===== src/rtl/alu_regfile_pipe_if.sv =====
// Issue/load/result bundle between the instruction sequencer, load path and alu_regfile_pipe.
// The master side drives operations and loads; the slave side (the datapath) returns results.
interface alu_regfile_pipe_if #(
  parameter int DATA_WIDTH = 16,
  parameter int ADDR_WIDTH = 4
);
  logic                  in_valid;
  logic [2:0]            opcode;
  logic [ADDR_WIDTH-1:0] read_addr_1;
  logic [ADDR_WIDTH-1:0] read_addr_2;
  logic [ADDR_WIDTH-1:0] dest_addr;
  logic                  wb_enable;
  logic                  carry_in;
  logic                  write_enable;
  logic [ADDR_WIDTH-1:0] write_addr;
  logic [DATA_WIDTH-1:0] write_data;
  logic [DATA_WIDTH-1:0] alu_out;
  logic                  carry_out;
  logic                  zero_out;
  logic                  out_valid;

  modport master (
    output in_valid, opcode, read_addr_1, read_addr_2, dest_addr, wb_enable, carry_in,
           write_enable, write_addr, write_data,
    input  alu_out, carry_out, zero_out, out_valid
  );

  modport slave (
    input  in_valid, opcode, read_addr_1, read_addr_2, dest_addr, wb_enable, carry_in,
           write_enable, write_addr, write_data,
    output alu_out, carry_out, zero_out, out_valid
  );
endinterface


===== src/rtl/alu_regfile_pipe.sv =====
// Three-stage (RD/EX/WB) ALU + register file with EX-to-RD forwarding and an external load port.
// Optional macro ALU_REGFILE_SAT_EN: unsigned saturation of ADD/SUB results.
module alu_regfile_pipe #(
  parameter int DATA_WIDTH = 16,
  parameter int NUM_REGS   = 16,
  parameter int ADDR_WIDTH = $clog2(NUM_REGS)
) (
  input logic               clock,
  input logic               reset_n,
  alu_regfile_pipe_if.slave bus
);
  typedef logic [DATA_WIDTH-1:0] word_t;
  typedef logic [ADDR_WIDTH-1:0] addr_t;
  typedef enum logic [2:0] {
    OP_ADD = 3'b000, OP_SUB, OP_AND, OP_OR, OP_XOR, OP_NOT, OP_SHL, OP_SHR
  } op_e;

`ifdef ALU_REGFILE_SAT_EN
  function automatic logic [DATA_WIDTH:0] saturate(input logic [DATA_WIDTH:0] ext,
                                                   input logic is_sub);
    logic [DATA_WIDTH:0] res;
    res = ext;
    if (ext[DATA_WIDTH])
      res = {1'b1, (is_sub ? {DATA_WIDTH{1'b0}} : {DATA_WIDTH{1'b1}})};
    return res;
  endfunction
`endif

  // Result is {carry/borrow/shift-out, R}.
  function automatic logic [DATA_WIDTH:0] alu_calc(input op_e op, input word_t a,
                                                   input word_t b, input logic cin);
    logic [DATA_WIDTH:0] ext;
    logic [DATA_WIDTH:0] cin_ext;
    cin_ext = {{DATA_WIDTH{1'b0}}, cin};
    ext     = '0;
    case (op)
      OP_ADD: ext = {1'b0, a} + {1'b0, b} + cin_ext;
      OP_SUB: ext = {1'b0, a} - {1'b0, b} - cin_ext;
      OP_AND: ext = {1'b0, a & b};
      OP_OR:  ext = {1'b0, a | b};
      OP_XOR: ext = {1'b0, a ^ b};
      OP_NOT: ext = {1'b0, ~a};
      OP_SHL: ext = {a, 1'b0};
      OP_SHR: ext = {a[0], 1'b0, a[DATA_WIDTH-1:1]};
    endcase
`ifdef ALU_REGFILE_SAT_EN
    if (op == OP_ADD)      ext = saturate(ext, 1'b0);
    else if (op == OP_SUB) ext = saturate(ext, 1'b1);
`endif
    return ext;
  endfunction

  word_t regs [NUM_REGS];

  logic  vld_p1;
  op_e   op_p1;
  word_t a_p1;
  word_t b_p1;
  logic  cin_p1;
  addr_t dest_p1;
  logic  wb_p1;

  word_t alu_out_p2;
  logic  carry_p2;
  logic  zero_p2;
  logic  vld_p2;

  logic [DATA_WIDTH:0] ex_res;
  logic                wr_ex;
  word_t               opa;
  word_t               opb;

  // RD stage: array read with per-port forwarding of the result currently in EX
  assign ex_res = alu_calc(op_p1, a_p1, b_p1, cin_p1);
  assign wr_ex  = vld_p1 && wb_p1;
  assign opa    = (wr_ex && dest_p1 == bus.read_addr_1) ? ex_res[DATA_WIDTH-1:0]
                                                        : regs[bus.read_addr_1];
  assign opb    = (wr_ex && dest_p1 == bus.read_addr_2) ? ex_res[DATA_WIDTH-1:0]
                                                        : regs[bus.read_addr_2];

  // RD -> EX boundary
  always_ff @(posedge clock or negedge reset_n) begin
    if (!reset_n) begin
      vld_p1  <= 1'b0;
      op_p1   <= OP_ADD;
      a_p1    <= '0;
      b_p1    <= '0;
      cin_p1  <= 1'b0;
      dest_p1 <= '0;
      wb_p1   <= 1'b0;
    end else begin
      vld_p1  <= bus.in_valid;
      op_p1   <= op_e'(bus.opcode);
      a_p1    <= opa;
      b_p1    <= opb;
      cin_p1  <= bus.carry_in;
      dest_p1 <= bus.dest_addr;
      wb_p1   <= bus.wb_enable;
    end
  end

  // EX -> WB boundary: outputs hold their value across bubbles
  always_ff @(posedge clock or negedge reset_n) begin
    if (!reset_n) begin
      alu_out_p2 <= '0;
      carry_p2   <= 1'b0;
      zero_p2    <= 1'b1;
      vld_p2     <= 1'b0;
    end else begin
      vld_p2 <= vld_p1;
      if (vld_p1) begin
        alu_out_p2 <= ex_res[DATA_WIDTH-1:0];
        carry_p2   <= ex_res[DATA_WIDTH];
        zero_p2    <= (ex_res[DATA_WIDTH-1:0] == '0);
      end
    end
  end

  // Register array: the ALU writeback is assigned last so it wins an address collision
  always_ff @(posedge clock or negedge reset_n) begin
    if (!reset_n) begin
      for (int i = 0; i < NUM_REGS; i++) regs[i] <= '0;
    end else begin
      if (bus.write_enable) regs[bus.write_addr] <= bus.write_data;
      if (wr_ex)            regs[dest_p1]        <= ex_res[DATA_WIDTH-1:0];
    end
  end

  assign bus.alu_out   = alu_out_p2;
  assign bus.carry_out = carry_p2;
  assign bus.zero_out  = zero_p2;
  assign bus.out_valid = vld_p2;
endmodule


===== src/flat_wrapper.sv =====
// flat-port wrapper written by rule: the top's interface ports become plain ports
module alu_regfile_pipe_flat 
#(
  parameter int DATA_WIDTH = 16,
  parameter int NUM_REGS   = 16,
  parameter int ADDR_WIDTH = $clog2(NUM_REGS)
)
  (clock, reset_n, bus_in_valid, bus_opcode, bus_read_addr_1, bus_read_addr_2, bus_dest_addr, bus_wb_enable, bus_carry_in, bus_write_enable, bus_write_addr, bus_write_data, bus_alu_out, bus_carry_out, bus_zero_out, bus_out_valid);
  alu_regfile_pipe_if #(.DATA_WIDTH(DATA_WIDTH), .ADDR_WIDTH(ADDR_WIDTH)) bus_i ();
  input logic clock;
  input logic reset_n;
  input wire logic [$bits(bus_i.in_valid)-1:0] bus_in_valid;
  input wire logic [$bits(bus_i.opcode)-1:0] bus_opcode;
  input wire logic [$bits(bus_i.read_addr_1)-1:0] bus_read_addr_1;
  input wire logic [$bits(bus_i.read_addr_2)-1:0] bus_read_addr_2;
  input wire logic [$bits(bus_i.dest_addr)-1:0] bus_dest_addr;
  input wire logic [$bits(bus_i.wb_enable)-1:0] bus_wb_enable;
  input wire logic [$bits(bus_i.carry_in)-1:0] bus_carry_in;
  input wire logic [$bits(bus_i.write_enable)-1:0] bus_write_enable;
  input wire logic [$bits(bus_i.write_addr)-1:0] bus_write_addr;
  input wire logic [$bits(bus_i.write_data)-1:0] bus_write_data;
  output wire logic [$bits(bus_i.alu_out)-1:0] bus_alu_out;
  output wire logic [$bits(bus_i.carry_out)-1:0] bus_carry_out;
  output wire logic [$bits(bus_i.zero_out)-1:0] bus_zero_out;
  output wire logic [$bits(bus_i.out_valid)-1:0] bus_out_valid;
  assign bus_i.in_valid = bus_in_valid;
  assign bus_i.opcode = bus_opcode;
  assign bus_i.read_addr_1 = bus_read_addr_1;
  assign bus_i.read_addr_2 = bus_read_addr_2;
  assign bus_i.dest_addr = bus_dest_addr;
  assign bus_i.wb_enable = bus_wb_enable;
  assign bus_i.carry_in = bus_carry_in;
  assign bus_i.write_enable = bus_write_enable;
  assign bus_i.write_addr = bus_write_addr;
  assign bus_i.write_data = bus_write_data;
  assign bus_alu_out = bus_i.alu_out;
  assign bus_carry_out = bus_i.carry_out;
  assign bus_zero_out = bus_i.zero_out;
  assign bus_out_valid = bus_i.out_valid;
  alu_regfile_pipe #(.DATA_WIDTH(DATA_WIDTH), .NUM_REGS(NUM_REGS), .ADDR_WIDTH(ADDR_WIDTH)) u_core (.clock(clock), .reset_n(reset_n), .bus(bus_i));
endmodule

===== config.mk =====
export PLATFORM = sky130hd
export DESIGN_NAME = alu_regfile_pipe_flat
export DESIGN_NICKNAME = d
export VERILOG_FILES = /design/src/rtl/alu_regfile_pipe_if.sv /design/src/rtl/alu_regfile_pipe.sv /design/src/flat_wrapper.sv
export SDC_FILE = /design/constraint.sdc
export NUM_CORES = 1
export LEC_CHECK = 0
export CAP_MARGIN = 5
export CORE_MARGIN = 2
export CORE_UTILIZATION = 60
export CTS_BUF_LIST = sky130_fd_sc_hd__clkbuf_4 sky130_fd_sc_hd__clkbuf_8 sky130_fd_sc_hd__clkbuf_16
export DETAILED_ROUTE_END_ITERATION = 8
export GPL_TIMING_DRIVEN = 0
export HOLD_SLACK_MARGIN = 0.03
export PLACE_DENSITY_LB_ADDON = 0.1
export SLEW_MARGIN = 20
export SYNTH_ARGS = -nofsm -noshare
export SYNTH_HDL_FRONTEND = slang
export SYNTH_SLANG_ARGS = --single-unit

===== constraint.sdc =====
create_clock -name clock -period 9.3 [get_ports clock]
set_clock_uncertainty 0.15 [all_clocks]
set_input_delay 1.86 -clock clock [delete_from_list [all_inputs] [get_ports clock]]
set_output_delay 1.86 -clock clock [all_outputs]
set_load 0.02 [all_outputs]

==> results of run 1 <==
[state kept, by name, indices dropped and copies added, names as in the netlist]
| register | count |
|---|---|
| u_core.regs | 256 |
| u_core.a_p1 | 16 |
| u_core.b_p1 | 16 |
| u_core.bus.alu_out | 16 |
| u_core.dest_p1 | 4 |
| u_core.op_p1 | 3 |
| u_core.bus.carry_out | 1 |
| u_core.bus.out_valid | 1 |
| u_core.bus.zero_out | 1 |
| u_core.cin_p1 | 1 |
| u_core.vld_p1 | 1 |
| u_core.wb_p1 | 1 |
[layer usage]
metal / share of wire, % / vias to the layer above
li1: - / 7571
met1: 38 / 8887
met2: 49 / 942
met3: 9.0 / 198
met4: 3.8 / 4
met5: 0.039 / -
[worst max-delay path, delay by kind of cell]
| kind | cells | cell delay [ns] |
|---|---|---|
| AND/OR/NAND/NOR | 3 | 0.91 |
| multiplexers | 1 | 0.41 |
| buffers and inverters | 3 | 1.50 |
| AO/OA/AOI/OAI | 1 | 0.08 |
[stage by stage]
stage | worst slack (ns) | TNS (ns) | power, mW | utilization (%) | instances
after floorplan | 4.952 | 0 | 4.412 | - | 2017
after global placement | -7.457 | -2343.32 | 5.301 | 64.16 | 2522
after detailed placement | 4.289 | 0 | 5.412 | 64.44 | 2525
after CTS | 4.810 | 0 | 6.925 | 67.98 | 2587
after global routing | 4.580 | 0 | 7.382 | 67.99 | 2587
final | 4.794 | 0 | 6.999 | 68.00 | 2588
[cells by family after synthesis]
group,share of synthesized area [%]
AOI/OAI and AO/OA,13.87
and+or+nand+nor,9.930
muxes,28.45
DFF,37.61
buffers and inverters,4.793
adders and majority gates,4.057
xor gates and xnor gates,1.287
[where the power goes]
group	total (mW)	switching [mW]	internal (mW)
combinational	3.25	1.79	1.46
clock	1.49	0.604	0.890
sequential	2.26	0.425	1.83
[placed cells by master, fill, tap and decap left out, drive strengths merged, types with 5 or more instances in the layout]
master and count:
o22ai 9, clkdlybuf4s50 49, ha 62, a211oi 86, mux4 162, xnor2 22
mux2 80, nand2 185, or3 6, a21o 6, nand2b 16, buf 46
clkinv 7, nor4 5, o211ai 7, a221oi 8, nor2b 82, nor3 8
nor2 119, nand4 7, xor2 9, mux2i 145, clkbuf 202, dfrtp 316
nand3 7, nand3b 5, a21oi 170, inv 67, o21ai 177
[area by class of cell]
class                   instances  area (µm²)
fillers                      2703       11050
repair buffers                 53       588.1
clock inverters                14       161.4
flip-flops and latches        317        7934
multi-input cells            1439       12160
diodes                          1       2.502
clock buffers                  48        1062
well taps                     455       569.3
plain buffers                 196       773.2
inverters                      65       244.0
[how the worst max path moves through the flow]
stage                                   to  slack (ns)  cells after the start
after floorplan             u_core.b_p1[0]        4.95                      5
after global placement     u_core.op_p1[0]       -7.46                      1
after detailed placement  u_core.regs[207]        4.29                      8
after CTS                  u_core.regs[75]        4.81                     13
after global routing       u_core.regs[43]        4.58                     13
final                     u_core.regs[207]        4.79                      8
==> flow_summary.rst, run 1 <==
.. list-table::
   :header-rows: 1

   * - Metric
     - Value
   * - Run status
     - completed
   * - Hold endpoint
     - u_core.bus.alu_out[3]
   * - Hold_sp
     - u_core.bus.alu_out[3]
   * - Number of max-capacitance violations reported
     - 0
   * - Overflow after GRT
     - 0
   * - Drt pass-1 iters
     - 6
   * - Count of cells resized by post-cts repair
     - 0
   * - Final Hold Slack
     - between 0.3 and 0.4 ns
   * - Max H-tree Level
     - 2
   * - Fraction of synthesized cell area taken by the top area cell type
     - 37.49%
   * - Leak
     - 9.543 nW
   * - CP startpoint kind
     - primary input
   * - Met3 GRT Util
     - under 10%
   * - Type of the setup path with the least slack
     - in2reg
   * - Worst Hold Class
     - reg2reg
   * - Crit-path slowest cell
     - sky130_fd_sc_hd__buf_1
   * - Reg2reg path depth
     - 13
   * - Cell Area, Synth
     - between 0.02 and 0.025 mm²
   * - Number of setup buffers added after CTS
     - 0
   * - Bufs on Longest Clock Path
     - 3
   * - Reg-to-reg startpoint
     - u_core.a_p1[0]
   * - Synth warn
     - 0
   * - Critical Path, Cell by Cell
     - clkdlybuf4s50_1, nor3b_1, and3_1, clkbuf_1, buf_1, mux2_2, nand2_1, o21ai_0
   * - Mapped Cells
     - 2017
   * - Most crowded layer after global routing
     - met2
   * - Setup repair after global routing missed its margin
     - false
   * - Num ports
     - 60
   * - Largest net degree at the start of global routing
     - 94
   * - Height of the die
     - 191.5 µm
   * - Net count after synthesis
     - 2124
   * - Die extent in x
     - approximately 190 µm
   * - Hold buffer count at CTS
     - 0
   * - Via count of the first global-routing pass
     - approximately 18000
   * - Total cell area at the placement stage
     - about 0.022 mm²
   * - Cell taking the most area after synthesis
     - sky130_fd_sc_hd__dfrtp_1
   * - Most used flip-flop cell after synthesis
     - sky130_fd_sc_hd__dfrtp_1
   * - Slew at the pin with the worst max-slew slack
     - ~1.1 ns
   * - Sequential share of the synthesized area
     - 37.61%
   * - Insertion delay to the later sink of the worst-skew pair
     - 0.54 ns
   * - Via count
     - ~18000
   * - Final Hold Violating Endpoints
     - 0
   * - Maximum clock rate
     - 221.9 MHz
   * - Minimum clock period after layout
     - between 4 and 5 ns
   * - Fraction of layout instances using a drive strength above 1
     - between 10% and 20%
   * - Flop and latch count out of synthesis
     - around 320
   * - Drt drc
     - 0
   * - TritonCTS buffer count
     - 37
   * - Layout Nets
     - around 2200
   * - Post-synth EDFFs
     - 0
   * - Synth cell count leaders
     - sky130_fd_sc_hd__dfrtp_1, sky130_fd_sc_hd__nand2_1, sky130_fd_sc_hd__a21oi_1
   * - Placeable core region
     - 0.03454 mm²
   * - Routed Antenna Nets
     - 0
   * - Critical Path AT
     - about 4.8 ns
   * - Most common cell in the netlist
     - sky130_fd_sc_hd__dfrtp_1
   * - Initial standard-cell utilization of the core
     - between 60% and 70%
   * - Max VDD drop
     - 194.8 µV
   * - Endpoints failing setup
     - 0
   * - Period utilisation layout
     - 48.45%
   * - Pins over their slew limit
     - 0
   * - Total power density per cell area
     - approximately 300 mW/mm²
   * - Source of the critical timing path
     - bus_write_enable
   * - CTS tree
     - built
   * - Number of clock sinks seen by CTS
     - about 320
   * - Largest driver fanout on the critical path
     - 10
   * - Capture point of the worst reg-to-reg path
     - u_core.regs[75]
   * - Root Buffer
     - sky130_fd_sc_hd__clkbuf_16
   * - Post-synth ARST share
     - 100.0%
   * - Antenna violations before repair
     - 2
   * - GR met2 Demand/Resource
     - ~65%
   * - Library cells used by synthesis
     - between 60 and 70
   * - Min-Delay Path Depth
     - 1
   * - Average routed wire per standard cell
     - around 27 µm
   * - Vias/cell
     - slightly below 7
   * - Final RePlAce weighted congestion
     - around 0.97
   * - Total routing resource utilization after global routing
     - between 30% and 40%
   * - Number of buffers added on ports
     - 50
   * - Remaining max-slew budget at the tightest pin
     - 27.95%
   * - Post-layout instance area
     - between 0.02 and 0.025 mm²
   * - Hpwl dp
     - approximately 54000 µm
   * - Average size of a mapped cell
     - between 10 and 15 µm²
   * - GR met1 Demand/Resource
     - 51.41%
   * - Number of DRC markers after the initial detailed-route iteration
     - around 1800
   * - Synth area leaders
     - sky130_fd_sc_hd__dfrtp_1, sky130_fd_sc_hd__mux4_2, sky130_fd_sc_hd__mux2i_1
   * - Clock transition at path regs
     - ~0.060 ns
   * - Wire length after detailed routing
     - ~70000 µm
   * - Wire length of the first global-routing pass
     - 106200 µm
   * - Largest stage delay on the critical path
     - ~0.62 ns
   * - Category of the worst setup path capture point
     - register
   * - Required time of the critical path
     - ~9.6 ns
   * - Number of placement rows
     - 68
   * - DIE AREA
     - roughly 0.037 mm²
   * - Worst-case register-to-register setup slack
     - slightly below 5 ns
   * - Layout-stage area growth over the synthesis result
     - 11.36%
No activity file was read; power rests on OpenSTA's default activity.
==> inputs of run 2 (changes only) <==
==> constraint.sdc (replaced) <==
create_clock -name clock -period 4.52 [get_ports clock]
set_clock_uncertainty 0.15 [all_clocks]
set_input_delay 0.904 -clock clock [delete_from_list [all_inputs] [get_ports clock]]
set_output_delay 0.904 -clock clock [all_outputs]
set_load 0.02 [all_outputs]
==> run 2 against run 1 <==
Compared with the run above: routed wire length increased by 0.16%; largest power group unchanged; final cell count unchanged; die area unchanged; global-route usage unchanged; via count about the same; critical path type is now reg2reg; utilization about the same; worst hold slack lost 0.13 ns.
==> flow_summary.rst, run 2 (synthesis results as in run 1) <==
.. list-table::
   :header-rows: 1

   * - Metric
     - Value
   * - Via count of the first global-routing pass
     - 17640
   * - Final core utilization
     - between 60% and 70%
   * - Pins over their slew limit
     - 0
   * - Overflow after GRT
     - 0
   * - Max H-tree Level
     - 2
   * - Wire length after detailed routing
     - ~70000 µm
   * - Most flops, register
     - u_core.regs
   * - Total routing resource utilization after global routing
     - between 30% and 40%
   * - Fillers
     - 2700
   * - Routed Antenna Nets
     - 0
   * - Endpoints failing setup
     - 0
   * - Height of the die
     - around 190 µm
   * - Worst Hold Class
     - in2async
   * - Root Buffer
     - sky130_fd_sc_hd__clkbuf_16
   * - Drt drc
     - 0
   * - Max VDD drop
     - 400.7 µV
   * - Comb power frac
     - a little under half
   * - Initial standard-cell utilization of the core
     - between 60% and 70%
   * - Fraction of layout instances using a drive strength above 1
     - between 10% and 20%
   * - Hpwl dp
     - around 54000 µm
   * - Largest driver fanout on the critical path
     - 10
   * - Number of DRC markers after the initial detailed-route iteration
     - between 1500 and 2000
   * - Critical Path, Cell by Cell
     - inv_1, ha_1, ha_1, a211oi_1, o211ai_1, nand2_1, nor2_1, o41ai_1, xor2_1, o21ai_1, a21oi_1, clkbuf_1, o21ai_1
   * - Largest stage delay on the critical path
     - 0.54 ns
   * - Category of the worst setup path capture point
     - register
   * - Period utilisation layout
     - 94.67%
   * - TritonCTS buffer count
     - 37
   * - Via count
     - roughly 18000
   * - Post-layout instance area
     - between 0.02 and 0.025 mm²
   * - Reg-to-reg startpoint
     - u_core.a_p1[7]
   * - Setup repair after global routing missed its margin
     - false
   * - P_int
     - between 8 and 9 mW
   * - Cell Count, Final, Fillers Out
     - about 2600
   * - Flip-flop count of the largest register after layout
     - between 200 and 300
   * - DIE AREA
     - 0.03667 mm²
   * - Insertion delay to the later sink of the worst-skew pair
     - 0.54 ns
   * - Maximum clock rate
     - 233.7 MHz
   * - Largest net degree at the start of global routing
     - 94
   * - Crit-path slowest cell
     - sky130_fd_sc_hd__a211oi_1
   * - Total negative slack for setup checks
     - 0 ns
   * - Leading cell type in the layout, fill and taps excluded
     - sky130_fd_sc_hd__dfrtp_1
   * - Switching part of the total
     - between 40% and 50%
   * - CTS tree
     - built
   * - Critical Path AT
     - around 4.5 ns
   * - Leak
     - 9.552 nW
   * - Bufs on Longest Clock Path
     - 3
   * - Number of buffers added on ports
     - 50
   * - Cell Count Post-Placement
     - about 2500
   * - Die extent in x
     - between 150 and 200 µm
   * - Wire length of the first global-routing pass
     - 106200 µm
   * - Final RePlAce weighted congestion
     - roughly 0.97
   * - Total cell area at the placement stage
     - about 0.022 mm²
   * - Final Hold Slack
     - roughly 0.23 ns
   * - Slew at the pin with the worst max-slew slack
     - roughly 1.1 ns
   * - Layout Nets
     - about 2200
   * - Sw Pwr
     - roughly 5.8 mW
   * - Vias/cell
     - between 6 and 7
   * - Required time of the critical path
     - approximately 4.8 ns
   * - Source of the critical timing path
     - u_core.a_p1[7]
   * - Share of total power in sequential cells
     - between 30% and 40%
   * - CP startpoint kind
     - register
   * - Num ports
     - 60
   * - Clock share of power
     - approximately a fifth
   * - Hold buffer count at CTS
     - 0
   * - Total power density per cell area
     - ~610 mW/mm²
   * - Type of the setup path with the least slack
     - reg2reg
   * - Clock transition at path regs
     - around 0.07 ns
   * - Area of all sequential standard cells
     - 0.007934 mm²
   * - Final Hold Violating Endpoints
     - 0
   * - Remaining max-slew budget at the tightest pin
     - 28.39%
   * - Run status
     - completed
   * - Antenna violations before repair
     - 2
   * - Number of max-capacitance violations reported
     - 0
   * - Placeable core region
     - approximately 0.035 mm²
   * - Layout-stage area growth over the synthesis result
     - 11.38%
   * - Number of clock sinks seen by CTS
     - 317
   * - Minimum clock period after layout
     - around 4.3 ns
   * - Drt pass-1 iters
     - 7
   * - Average routed wire per standard cell
     - approximately 27 µm
   * - Leading cell types in the layout, fill and taps excluded
     - sky130_fd_sc_hd__dfrtp_1, sky130_fd_sc_hd__nand2_1, sky130_fd_sc_hd__a21oi_1, sky130_fd_sc_hd__mux4_2, sky130_fd_sc_hd__clkbuf_1
   * - Number of placement rows
     - 68
   * - Total area of multi-input combinational cells
     - approximately 0.012 mm²
run 2: cell counts in the layout (fill, tap and decap cells not counted):
No cell type changed its count.
run 2: per-layer routing:
metal  track usage [%]  vias to the layer above  wire length, µm
li1                  -                     7575                -
met1             51.41                     8866            26530
met2             64.80                      960            33910
met3             6.921                      212             6314
met4             14.76                        4             2733
met5                 0                        -               27
run 2: area by class of cell:
type,count,area share [%]
multi-input combinational,1439,51.74
sequential,317,33.77
clock buffer,48,4.521
buffer,196,3.307
timing repair buffer,53,2.503
tap,455,2.423
inverter,65,1.039
clock inverter,14,0.6870
antenna,1,0.01065
run 2: worst max-delay path: cells and delay by family, from the launching register on:
| family | cells | cell delay, ns |
|---|---|---|
| flops | 1 | 0.43 |
| simple gates | 2 | 0.28 |
| buf+inv | 2 | 0.59 |
| xor+xnor | 1 | 0.20 |
| compound gates | 6 | 1.66 |
| fa+ha+maj | 2 | 0.81 |
run 2: power groups by stage:
stage	Clock [mW]	Combinational (mW)	Sequential, mW
finish	3.08	6.69	4.64
CTS	3.09	6.58	4.58
global placement	0	6.37	4.53
detailed placement	0	6.53	4.61
global route	3.21	7.26	4.72
floorplan	0	4.72	4.35
run 2: stage by stage:
step / power [mW] / setup slack, ns
finish: 14.41 / 0.2409
global route: 15.19 / 0.05390
CTS: 14.25 / 0.03031
detailed placement: 11.13 / 0.06757
global placement: 10.91 / -11.28
floorplan: 9.077 / 1.128
run 2: timing repair:
action                     4_1_cts  5_1_grt
setup buffers                    0        0
setup endpoints to repair        0       11
gates resized for setup          0        6
hold endpoints to repair         0        0
run 2: path summary, 6_finish.rpt:
| path | to | slack [ns] | cells after the start |
|---|---|---|---|
| max in group asynchronous | u_core.regs[195] | 2.68 | 3 |
| min | u_core.regs[154] | 0.23 | 1 |
| min reg2reg | u_core.bus.alu_out[3] | 0.36 | 1 |
| max | u_core.regs[124] | 0.24 | 13 |
| max reg2reg | u_core.regs[124] | 0.24 | 13 |
| min in group clock | u_core.bus.alu_out[3] | 0.36 | 1 |
==> edit 1: new RTL, settings of run 2 <==
Add a define of `ALU_REGFILE_SAT_EN`.
--- a/src/rtl/alu_regfile_pipe.sv
+++ b/src/rtl/alu_regfile_pipe.sv
@@ -2,2 +2,4 @@
 // Optional macro ALU_REGFILE_SAT_EN: unsigned saturation of ADD/SUB results.
+`define ALU_REGFILE_SAT_EN
+
 module alu_regfile_pipe #(
Function: changed (a bounded check fails within 4 cycles, from zero or initial values and one cycle with reset_n low).
==> edit 1 against run 2 <==
- area after synthesis is 0.92% higher
- via count up 8.4%
- die area increased by 0.90%
- final area grew 1.6%
- worst setup slack worse by 110 ps
- count of clock-buffer cells in the layout unchanged
- power increased by 7.1%
- first-iteration DRC count increased by 56%
- sequential cell count unchanged
- clock power increased by 6%
- routed wire length increased by 24%
- combinational power up 11%
- core utilization rose by 0.76 points
==> edit 1: results (changes against run 2) <==
Yosys
  • Syn_area_per_cell: 10.39 um2 (was 10.46 um2)
  • Yosys cell types: 67 (was 63)
  • Synth top area cells: dfrtp_1 37%, mux4_2 17%, mux2i_1 9.1% (was dfrtp_1 37%, mux4_2 17%, mux2i_1 6.9%)

Place
  • Dpl cell area: 22,500 um2 (was 22,260 um2)
  • PortBufs: 51 (was 50)
  • Routability cong.: 1.011 (was 0.9674)
  • DPL Wire Length: 58,330 um (was 53,770 um)

Global routing
  • Largest net degree at the start of global routing: 99 (was 94)
  • First-pass GRT wire length: 125,000 um (was 106,200 um)
  • Gr usage total: 47.86% (was 39.02%)

Drt
  • DRT iter0 DRCs: 2,831 (was 1,816)
  • Vias/cell: 7.289 (was 6.807)
  • Avg WL per Cell: 32.90 um (was 26.86 um)
  • Drt pass-1 iters: 6 (was 7)

Critical path
  • R2R Setup Slk: 130 ps (was 240 ps)
  • Top fanout value on the critical path: 11 (was 10)
  • Arr. time, crit path: 4700 ps (was 4520 ps)

Finish
  • Layout Nets: 2,244 (was 2,216)
  • Share of layout cells above drive strength 1: 16.74% (was 16.18%)
  • Area of the multi-input gates: 12,430 um2 (was 12,160 um2)
  • Fillers: 2,685 (was 2,700)
  • Finished Layout Cells: 2,620 (was 2,588)

Power
  • Maximum VDD drop: 0.5096 mV (was 0.4007 mV)
  • Static Leak: 9.618 nW (was 9.552 nW)

Status
  • Outcome: finished clean (unchanged)
==> edit 1: cell count changes in the layout (fill, tap and decap cells not counted), sizes merged, moves of 24 or more <==
cell	delta
mux2i	+49
nor2	-24
o21ai	+52
a21oi	-45
a211oi	-28
nand2	+60
==> edit 1: timing repair <==
item	in CTS	in global routing
pin swaps	0	1
cloned	0	0
setup endpoints to repair	167	152
resized for setup	16	14
==> edit 1: final timing paths <==
check / cells after the start / to / start
worst min register to register: 0 / u_core.bus.out_valid / u_core.vld_p1
max in group asynchronous: 2 / u_core.bus.alu_out[6] / reset_n
min in group clock: 0 / u_core.bus.out_valid / u_core.vld_p1
worst min-delay path: 1 / u_core.regs[82] / reset_n
worst max-delay path: 12 / u_core.regs[195] / u_core.a_p1[3]
worst max register to register: 12 / u_core.regs[195] / u_core.a_p1[3]
==> edit 1: per-stage QoR <==
step | setup slack [ps] | hold slack (ps)
floorplan | 936.2 | 201.9
global placement | -11670 | 210.0
detailed placement | -720.5 | 208.7
CTS | 37.41 | 87.02
global route | 20.52 | 93.91
finish | 133.6 | 72.21
==> edit 1: critical path: stages, from the launching register on <==
cell and delay [ps]:
dfrtp_1 420, inv_1 90, ha_1 370, ha_1 390, a2111oi_4 440, o211ai_2 250
a311oi_4 440, a22o_4 190, mux2_4 380, o21bai_2 600, buf_2 370, nand2_1 80
o21ai_0 120
==> edit 1: logic make-up (layout without fill, tap and decap cells) <==
kind of cell	count (synthesis)	count (layout)	synth area share [%]
and+or+nand+nor	472	472	9.892
AOI/OAI and AO/OA	495	495	13.72
buffers and inverters	254	369	4.655
xor gates and xnor gates	24	24	0.9874
muxes	420	420	29.45
other	0	2	0
DFF	317	317	37.27
adders and majority gates	66	66	4.020
==> edit 1: cell type report <==
cell class,count,area share (%)
multi-input cells,1477,52.06
plain buffers,184,3.234
clock buffers,48,4.476
repair buffers,56,2.615
clock inverters,17,0.9697
well taps,455,2.385
diodes,2,0.02097
inverters,64,1.006
flip-flops and latches,317,33.24
==> edit 1: power by group through the flow <==
| stage | Sequential (mW) | Combinational, mW | Clock, mW |
|---|---|---|---|
| floorplan | 4.46 | 4.98 | 0 |
| global placement | 4.63 | 6.92 | 0 |
| detailed placement | 4.69 | 7.07 | 0 |
| CTS | 4.66 | 7.17 | 3.25 |
| global route | 4.80 | 7.93 | 3.37 |
| finish | 4.72 | 7.43 | 3.27 |
==> edit 1: routing by layer <==
layer  up-vias  routed length (um)  track usage, %
li1       7656                   -               -
met1      9362               29160           57.70
met2      1623               37220           70.57
met3       451               12390           18.55
met4         6                7332           33.56
met5         -                  92           1.374
==> edit 2: new RTL, flow settings as in run 2 <==
Made on the original files. Make the reset (`reset_n`) synchronous in 3 clocked blocks.
--- a/src/rtl/alu_regfile_pipe.sv
+++ b/src/rtl/alu_regfile_pipe.sv
@@ -81,3 +81,3 @@
   // RD -> EX boundary
-  always_ff @(posedge clock or negedge reset_n) begin
+  always_ff @(posedge clock) begin
     if (!reset_n) begin
@@ -102,3 +102,3 @@
   // EX -> WB boundary: outputs hold their value across bubbles
-  always_ff @(posedge clock or negedge reset_n) begin
+  always_ff @(posedge clock) begin
     if (!reset_n) begin
@@ -119,3 +119,3 @@
   // Register array: the ALU writeback is assigned last so it wins an address collision
-  always_ff @(posedge clock or negedge reset_n) begin
+  always_ff @(posedge clock) begin
     if (!reset_n) begin
Behaviour: not the same (a bounded check fails within 4 cycles, from zero or initial values and one cycle with reset_n low; the reset may be asserted at any time).
==> edit 2 against run 2 <==
- final area down 5.9%
- routed wire length is 8.9% lower
- final cell count fell by 11%
- global-route usage shrank 3.0 points
- worst setup slack worse by 96 ps
- via count is 11% lower
- area after synthesis decreased by 5.4%
- sequential cell count unchanged
- critical path type unchanged
- highest routed layer is now met4
Power is not compared: it rests on default switching activity, and its combinational part moved more than twofold at a synthesized area within 25%.
==> edit 2: results (changes against run 2) <==
Finish
  • Finished Layout Cells: 2,311 (was 2,588)
  • Fillers: 2,454 (was 2,700)
  • Largest register FFs: 256 (unchanged)
  • Share of layout cells above drive strength 1: 15.43% (was 16.18%)
  • Largest reg by FF count: u_core.regs (unchanged)

Critical path
  • Crit-path slowest cell: a221oi_1 (was a211oi_1)
  • Critical path's largest stage delay: 660 ps (was 540 ps)
  • Arr. time, crit path: 4670 ps (was 4520 ps)
  • Start point of the critical path: u_core.a_p1[5] (was u_core.a_p1[7])
  • Top fanout value on the critical path: 10 (unchanged)
  • Delay-heaviest family, CP: compound AO/OA/AOI/OAI gates (unchanged)

Place
  • Setup WS pre-CTS: 106.5 ps (was 67.57 ps)
  • Dpl cells: 2,243 (was 2,525)
  • PortBufs: 34 (was 50)
  • Dpl cell area: 20,850 um2 (was 22,260 um2)
  • DPL Wire Length: 50,440 um (was 53,770 um)
  • Routability cong.: 0.9687 (was 0.9674)

Clock tree
  • H-tree Lvls: 2 (unchanged)
  • Skew-Pair Late Insertion Delay: 530 ps
  • Clock transition at path regs: 60 ps
  • CTS Buf Count: 37 (unchanged)
  • Max Buffers Root-to-Sink: 3 (unchanged)

Global routing
  • Met2 global-route usage: 62.79% (was 64.80%)
  • Antenna violations before repair: 3 (was 2)
  • Met1 Use GR: 46.04% (was 51.41%)
  • Met3 GRT Util: 4.890% (was 6.921%)
  • Gr usage total: 36.00% (was 39.02%)
  • Largest net degree at the start of global routing: 17 (was 94)
  • Vias in the first global route: 15,130 (was 17,640)
  • First-pass GRT wire length: 93,030 um (was 106,200 um)

STA
  • Worst-Margin Slew: 1036 ps (was 1074 ps)

Worst hold path
  • Worst hold path type: reg2reg (was in2async)
  • Critical hold path startpoint: u_core.bus.carry_out

Yosys
  • Synth top area cells: edfxtp_1 39%, mux4_2 19%, dfxtp_1 6.1% (was dfrtp_1 37%, mux4_2 17%, mux2i_1 6.9%)
  • FFs w/ async S/R, synth: 0% (was 100.0%)
  • Synth top cells by count: 256 x edfxtp_1, 249 x nand2_1, 203 x o21ai_0 (was 316 x dfrtp_1, 185 x nand2_1, 170 x a21oi_1)
  • Post-synth EDFFs: 256 (was 0)
  • Syn Nets: 1,874 (was 2,124)
  • Yosys warnings: 0 (unchanged)
  • Seq/Total Area, Yosys: 44.64% (was 37.61%)
  • Yosys cell types: 63 (unchanged)
  • Syn_area_per_cell: 11.29 um2 (was 10.46 um2)

Drt
  • DRT iter0 DRCs: 1,989 (was 1,816)
  • Avg WL per Cell: 27.40 um (was 26.86 um)
  • Vias/cell: 6.797 (was 6.807)

Power
  • Maximum VDD drop: 0.3504 mV
  • Static Leak: 7.692 nW

Die
  • Core area: 32,620 um2 (was 34,540 um2)

Status
  • Outcome: finished clean (unchanged)
## edit 2: power by group
| part | internal, mW | switching, mW | total (mW) |
|---|---|---|---|
| clock network | 1.79 | 1.26 | 3.05 |
| logic | 0.643 | 1.12 | 1.76 |
| registers | 3.29 | 0.0950 | 3.39 |
| total | 5.72 | 2.48 | 8.20 |
## edit 2: worst reg2reg max path, stage by stage (launching register included)
cell	delay [ps]
dfxtp_1	430
inv_1	110
ha_1	360
ha_1	410
o21ai_0	210
a22oi_1	330
a21oi_1	220
o211ai_1	360
nand2_1	120
xnor2_1	140
a221oi_1	660
buf_2	380
nand4_1	200
o31ai_2	220
## edit 2: per-layer routing
layer | vias to the layer above | part of all wire, %
met2 | 968 | 50
met3 | 146 | 9.8
met1 | 7782 | 36
met5 | - | 0
li1 | 6813 | -
met4 | 0 | 3.9
## edit 2: final timing paths
check	end	slack, ps	cells past startpoint
max reg2reg	u_core.bus.zero_out	140	13
min reg2reg	u_core.bus.carry_out	320	2
min	u_core.bus.carry_out	320	2
max	u_core.bus.zero_out	140	13
## edit 2: final cells by class
class                   instances  area [um2]  share of cell area, %
multi-input cells            1216       10140                  45.83
flip-flops and latches        317        8909                  40.28
clock buffers                  47        1061                  4.797
plain buffers                 173       708.2                  3.202
well taps                     442       553.0                  2.500
repair buffers                 34       340.3                  1.539
inverters                      61       229.0                  1.035
clock inverters                18       175.2                 0.7919
diodes                          3       7.507                0.03394
## edit 2: what timing repair did
item	CTS	global route
setup endpoints to repair	0	19
buffers inserted	0	0
gates resized for setup	0	6
hold buffers	0	0
## edit 2: cells by family after synthesis
kind of cell    count (synthesis)  share of synthesized area, %
simple gates                  507                         11.35
compound gates                418                         13.27
flops                         317                         44.64
buf+inv                       234                         4.690
mux                           199                         20.62
fa+ha+maj                      66                         4.289
xor+xnor                       26                         1.141
